### src/rtl/cd_update_scheduler.sv
// Row sequencer for the CD weight update: read row, drive update unit, write row back.
// Optional CD_SKIP_ZERO_ROW_EN suppresses SRAM/update traffic for rows with both hidden states 0.
module cd_update_scheduler #(
    parameter int unsigned NUM_HN = 16,
    parameter int unsigned NUM_VN = 16,
    parameter int unsigned ADDR_W = (NUM_HN > 1) ? $clog2(NUM_HN) : 1
) (
    input  logic              clk,
    input  logic              rst,
    input  logic              start,
    input  logic [NUM_VN-1:0] v_states_0,
    input  logic [NUM_HN-1:0] h_states_0,
    input  logic [NUM_VN-1:0] v_states_2,
    input  logic [NUM_HN-1:0] h_states_2,
    output logic              busy,
    output logic              done,
    output logic              mem_rd_en,
    output logic [ADDR_W-1:0] mem_raddr,
    output logic              mem_we,
    output logic [ADDR_W-1:0] mem_waddr,
    output logic              upd_en,
    output logic [NUM_VN-1:0] upd_v0,
    output logic [NUM_VN-1:0] upd_v2,
    output logic              upd_h0,
    output logic              upd_h2
);

    typedef enum logic [1:0] {StIdle, StRun, StDrain, StDone} state_e;

    state_e            state_q, state_d;
    logic [ADDR_W-1:0] rc_q, s2_row_q, s3_row_q;
    logic              s2_slot_q, s3_slot_q;
    logic              s2_en_q, s3_en_q;
    logic [NUM_VN-1:0] v0_q, v2_q;
    logic [NUM_HN-1:0] h0_q, h2_q;
    logic              rc_last;
    logic              row_active;

    assign rc_last = (rc_q == ADDR_W'(NUM_HN - 1));

`ifdef CD_SKIP_ZERO_ROW_EN
    // Both hidden states 0 means a zero delta on every lane, so the row is left untouched.
    assign row_active = h0_q[rc_q] | h2_q[rc_q];
`else
    assign row_active = 1'b1;
`endif

    always_ff @(posedge clk) begin
        if (rst) begin
            state_q <= StIdle;
        end else begin
            state_q <= state_d;
        end
    end

    always_comb begin
        state_d = state_q;
        unique case (state_q)
            StIdle:  if (start) state_d = StRun;
            StRun:   if (rc_last) state_d = StDrain;
            // Slot valids track cycle slots, not enables, so skipped rows still drain in time.
            StDrain: if (!s2_slot_q) state_d = StDone;
            StDone:  state_d = StIdle;
            default: state_d = StIdle;
        endcase
    end

    always_comb begin
        busy      = 1'b0;
        done      = 1'b0;
        mem_rd_en = 1'b0;
        mem_raddr = '0;
        unique case (state_q)
            StRun: begin
                busy      = 1'b1;
                mem_rd_en = row_active;
                mem_raddr = row_active ? rc_q : '0;
            end
            StDrain: busy = 1'b1;
            StDone:  done = 1'b1;
            default: ;
        endcase
        upd_en    = s2_en_q;
        upd_h0    = s2_en_q & h0_q[s2_row_q];
        upd_h2    = s2_en_q & h2_q[s2_row_q];
        upd_v0    = s2_en_q ? v0_q : '0;
        upd_v2    = s2_en_q ? v2_q : '0;
        mem_we    = s3_en_q;
        mem_waddr = s3_en_q ? s3_row_q : '0;
    end

    always_ff @(posedge clk) begin
        if (rst) begin
            rc_q      <= '0;
            v0_q      <= '0;
            v2_q      <= '0;
            h0_q      <= '0;
            h2_q      <= '0;
            s2_slot_q <= 1'b0;
            s2_en_q   <= 1'b0;
            s2_row_q  <= '0;
            s3_slot_q <= 1'b0;
            s3_en_q   <= 1'b0;
            s3_row_q  <= '0;
        end else begin
            if (state_q == StIdle && start) begin
                v0_q <= v_states_0;
                v2_q <= v_states_2;
                h0_q <= h_states_0;
                h2_q <= h_states_2;
                rc_q <= '0;
            end else if (state_q == StRun && !rc_last) begin
                rc_q <= rc_q + ADDR_W'(1);
            end
            s2_slot_q <= (state_q == StRun);
            s2_en_q   <= mem_rd_en;
            s2_row_q  <= rc_q;
            s3_slot_q <= s2_slot_q;
            s3_en_q   <= s2_en_q;
            s3_row_q  <= s2_row_q;
        end
    end

endmodule

### config.mk
export PLATFORM = sky130hd
export DESIGN_NAME = cd_update_scheduler
export DESIGN_NICKNAME = d
export VERILOG_FILES = /design/src/rtl/cd_update_scheduler.sv
export SDC_FILE = /design/constraint.sdc
export NUM_CORES = 1
export LEC_CHECK = 0
export BUFFER_PORTS_ARGS = -buffer_cell sky130_fd_sc_hd__buf_2
export CORE_ASPECT_RATIO = 0.6
export CORE_MARGIN = 2
export CORE_UTILIZATION = 45
export DETAILED_ROUTE_END_ITERATION = 7
export PLACE_DENSITY = 0.76
export SYNTH_ARGS = -nofsm -noshare
export SYNTH_HDL_FRONTEND = slang
export SYNTH_SLANG_ARGS = --single-unit
### constraint.sdc
create_clock -name clk -period 1.4 [get_ports clk]
set_clock_uncertainty 0.05 [all_clocks]
set_input_delay 0.28 -clock clk [delete_from_list [all_inputs] [get_ports clk]]
set_output_delay 0.28 -clock clk [all_outputs]
set_load 0.1 [all_outputs]
==> results.sh, run 1 <==
export IMPL_num_rows=24
export IMPL_grt_start_max_net_pins=30
export IMPL_grt_usage_pct=73.60
export IMPL_chipWidth_um=115.5
export IMPL_placed_cells=637
export IMPL_initial_core_util_pct=46.37
export IMPL_clockBufferDepth=2
export IMPL_synth_cells=420
export IMPL_outcome="aborted with a tool error"
export IMPL_ys_ff_latch=80
export IMPL_dieHeight_um=70.89
export IMPL_synth_area_mm2=0.003356
export IMPL_worst_endpoint="upd_h2"
export IMPL_synth_area_top_cells="dfxtp_1 (48%), nand2_1 (15%), a21oi_1 (9.7%)"
export IMPL_ios=114
export IMPL_ys_warn_count=0
export IMPL_cts_sinks=80
export IMPL_stop_stage="global routing"
export IMPL_syn_nets=493
export IMPL_synth_top_cell_area_share_pct=47.73
export IMPL_synth_cell_types=25
export IMPL_h_tree_depth=3
export IMPL_dpl_hpwl_um=6586
export IMPL_synth_top_cell_by_area="dfxtp_1"
export IMPL_root_buffer="clkbuf_16"
export IMPL_gp_congestion=0.8186
export IMPL_cts_buffers=9
export IMPL_avgSynthCellArea_um2=7.990
export IMPL_antenna_found_initial=2
export IMPL_place_port_buffers=113
export IMPL_firstError="[ERROR GRT-0232] Routing congestion too high. Check the congestion heatmap in the GUI."
export IMPL_globalRouteOverflowTotal=78
export IMPL_cts_hold_buffers=0
export IMPL_worst_endpoint_kind="output port"
export IMPL_synth_seq_area_share_pct=47.73
## cell families after synthesis
logic type | share of synthesized area [%]
flops | 47.73
simple gates | 28.26
mux | 5.705
buf+inv | 4.288
compound gates | 11.52
fa+ha+maj | 2.237
xor+xnor | 0.2610
## stage by stage
stage	setup slack, ps	cell area [µm²]	TNS (ps)	hold slack (ps)	util, %
2_1_floorplan	-434.0	3557	-3082	366.0	-
3_3_place_gp	-257.2	5090	-657.6	392.2	70.33
3_5_place_dp	-335.5	5090	-1529	397.2	70.33
4_1_cts	-649.4	6030	-14540	116.3	83.32
## metal layers
metal / track usage [%] / overflow
met1: 75.48 / 0
met2: 91.03 / 46
met3: 54.84 / 0
met4: 77.91 / 32
met5: 3.030 / 0
## cell usage after synthesis
library cell	n
a222oi_1	1
inv_1	3
nor2b_1	12
nor4_1	1
mux2_2	1
buf_4	4
a21oi_1	65
a311oi_1	1
buf_6	1
xor2_1	1
clkbuf_1	19
nor3_1	3
mux2i_1	18
and2_1	41
dfxtp_1	80
ha_1	6
and3b_1	1
nand4_1	1
o22ai_1	2
nor2_1	5
nand2_1	136
a22oi_1	4
nand3_1	9
nand2b_1	1
buf_2	4
## what timing repair did
action,4_1_cts
gates resized for setup,50
buffers inserted,18
gates cloned,12
pin swaps,56
setup endpoints to repair,82
==> inputs of run 2 (changes only) <==
CORE_ASPECT_RATIO = not set   (was 0.6)
CORE_UTILIZATION = 36   (was 45)
PLACE_DENSITY = not set   (was 0.76)
PLACE_DENSITY_LB_ADDON = 0.15   (was not set)
clock period = 1.8 ns   (was 1.4 ns; I/O delays follow)
==> results.sh, run 2 <==
export IMPL_endpoint_kind="output port"
export IMPL_wl_um=8706
export IMPL_final_setup_viol_count=2
export IMPL_dieArea_mm2=0.01011
export IMPL_final_common_cell="nand2_1"
export IMPL_rsz0062_at_grt="yes"
export IMPL_crit_path_top_delay_cell="dfxtp_4"
export IMPL_synth_top_cell_area_share_pct=47.73
export IMPL_cp_cell_sequence="buf_12, mux2i_1, a22oi_1, nand3_2, o22ai_4, buf_12"
export IMPL_cap_violations=0
export IMPL_synth_top_cell_by_area="dfxtp_1"
export IMPL_synth_area_mm2=0.003356
export IMPL_place_port_buffers=113
export IMPL_p_per_area_mw_per_mm2=1191
export IMPL_synth_area_top_cells="dfxtp_1 (48%), nand2_1 (15%), a21oi_1 (9.7%)"
export IMPL_ios=114
export IMPL_path_clk_slew_ps=80
export IMPL_avgSynthCellArea_um2=7.990
export IMPL_dpl_hpwl_um=6027
export IMPL_post_route_period_util_pct=116.4
export IMPL_fin_ws_ps=-294.7
export IMPL_timing_fmax_ghz=0.4774
export IMPL_tightest_slew_ps=486.4
export IMPL_cp_startpoint="s2_row_q[0]"
export IMPL_crit_path_frequent_cell="buf_12"
export IMPL_hold_depth=3
export IMPL_arrival_ps=1680
export IMPL_outcome="complete, but fails checks"
export IMPL_relSlewSlack_pct=67.80
export IMPL_ys_ff_latch=80
export IMPL_synthToLayoutAreaGrowth_pct=52.13
export IMPL_p_comb_share_pct=37.4
export IMPL_initial_core_util_pct=36.66
export IMPL_synth_cell_types=25
export IMPL_power_leakage_nw=2.123
export IMPL_crit_type="register to output port"
export IMPL_cts_hold_buffers=0
export IMPL_swShare_pct=37.06
export IMPL_route_detailed_drc=0
export IMPL_cts_buffers=9
export IMPL_h_tree_depth=3
export IMPL_clockBufferDepth=2
export IMPL_drv_slew=0
export IMPL_drive_gt1_share_pct=37.08
export IMPL_grt_usage_pct=18.11
export IMPL_violations="setup timing"
export IMPL_ys_warn_count=0
export IMPL_cts_tree="yes"
export IMPL_globalRouteOverflowTotal=0
export IMPL_vdd_drop_max_uv=473.9
export IMPL_cts_sinks=80
export IMPL_diodes=0
export IMPL_synthTopCellsByCount="nand2_1 (136), dfxtp_1 (80), a21oi_1 (65)"
export IMPL_fin_crit_ps=2095
export IMPL_grt_pass1_vias=3070
export IMPL_num_rows=35
export IMPL_synth_seq_area_share_pct=47.73
export IMPL_worstReg2RegStart="state_q[1]"
export IMPL_synthFlopType="dfxtp_1"
export IMPL_max_stage_delay_ps=380
export IMPL_ant_nets=0
export IMPL_clk_latency_ps=340
export IMPL_chipWidth_um=100.5
export IMPL_grt_start_max_net_pins=49
export IMPL_min_from="v_states_0[9]"
export IMPL_hold_end="v0_q[9]"
export IMPL_path_max_fanout=9
export IMPL_drtIter0Drc=72
export IMPL_design_area_mm2=0.005105
export IMPL_dieHeight_um=100.5
export IMPL_placed_cell_area_mm2=0.004768
export IMPL_cp_required_ps=1390
export IMPL_synth_edf_count=0
export IMPL_hp_class="input pin to register"
export IMPL_layout_common_cells="nand2_1 (135), dfxtp_1 (75), buf_2 (73)"
export IMPL_power_switching_mw=2.254
export IMPL_reg2reg_depth=6
export IMPL_nFillCells=861
export IMPL_final_hold_viol_count=0
export IMPL_grt_pass1_wl_um=14520
export IMPL_fp_coreArea_mm2=0.009153
export IMPL_dr_pass1_iters=4
export IMPL_dp_slack_ps=34.31
export IMPL_root_buffer="clkbuf_8"
export IMPL_gp_congestion=0.8258
export IMPL_ff2ff_setup_slack_ps=120
export IMPL_antenna_found_initial=0
export IMPL_yosysMostFrequentCell="nand2_1"
export IMPL_synth_cells=420
export IMPL_vias=3119
export IMPL_worstReg2RegEnd="state_q[0]"
export IMPL_nets=610
export IMPL_wl_per_cell_um=13.33
export IMPL_p_clk_share_pct=26.0
export IMPL_via_per_inst=4.776
export IMPL_internal_power_mw=3.828
export IMPL_syn_nets=493
export IMPL_pwr_share_seq_pct=36.5
export IMPL_async_reset_ff_share_pct=0
export IMPL_start_kind="register"
run 2: stage by stage:
step | util [%] | power [mW] | cells | TNS, ps | hold WS (ps)
2_1_floorplan | - | 3.765 | 420 | -219.7 | 381.7
3_3_place_gp | 52.10 | 4.411 | 630 | 0 | 387.0
3_5_place_dp | 52.10 | 4.454 | 630 | 0 | 393.3
4_1_cts | 55.72 | 6.156 | 653 | -658.7 | 174.9
5_1_grt | 55.78 | 6.447 | 653 | -848.9 | 187.9
6_report | 55.78 | 6.082 | 653 | -582.9 | 194.6
run 2: cells by family (layout without fill, tap and decap cells):
logic type	after synthesis	after routing	synth area share, %
AOI/OAI and AO/OA	73	73	11.52
xor gates and xnor gates	1	1	0.2610
adders and majority gates	6	6	2.237
buffers and inverters	31	153	4.288
DFF	80	80	47.73
muxes	19	19	5.705
and+or+nand+nor	210	210	28.26
run 2: critical path: cells and delay by family, from the launching register on:
| family | cells | cell delay (ps) |
|---|---|---|
| simple gates | 1 | 110 |
| flops | 1 | 380 |
| mux | 1 | 120 |
| buf+inv | 2 | 350 |
| compound gates | 2 | 390 |
run 2: cell type report:
cell class	count	area (µm²)	share of cell area [%]
repair buffers	134	1381	27.06
multi-input cells	309	1708	33.46
clock buffers	11	162.7	3.186
flip-flops and latches	80	1618	31.69
inverters	3	11.26	0.2206
well taps	111	138.9	2.721
clock inverters	5	85.08	1.667
run 2: power groups by stage:
stage               Sequential, mW  Combinational (mW)  Clock [mW]
floorplan                     2.27                1.50           0
global placement              2.26                2.15           0
detailed placement            2.27                2.19           0
CTS                           2.22                2.30        1.63
global route                  2.26                2.48        1.70
finish                        2.22                2.28        1.58
run 2: how the worst max path moves through the flow:
stage / to / slack, ps / depth (start not counted)
4_1_cts: upd_h2 / -340 / 6
3_5_place_dp: upd_h0 / 30 / 6
3_3_place_gp: upd_h2 / 50 / 6
2_1_floorplan: upd_h0 / -110 / 6
5_1_grt: upd_h0 / -390 / 6
6_report: upd_h0 / -290 / 6
run 2: timing repair:
action | CTS | global route
hold endpoints to repair | 0 | 0
pin swaps | 8 | 5
buffers inserted | 6 | 0
cloned | 1 | 0
gates resized for setup | 7 | 2
setup endpoints to repair | 23 | 22
run 2: metal layers:
metal  track usage [%]  share of wire, %  vias up
met3             7.906               9.4        7
li1                  -                 -     1602
met2             29.12                47       82
met4             6.112               1.2        0
met5                 0                 0        -
met1             21.70                42     1428
No activity file was read; power rests on OpenSTA's default activity.
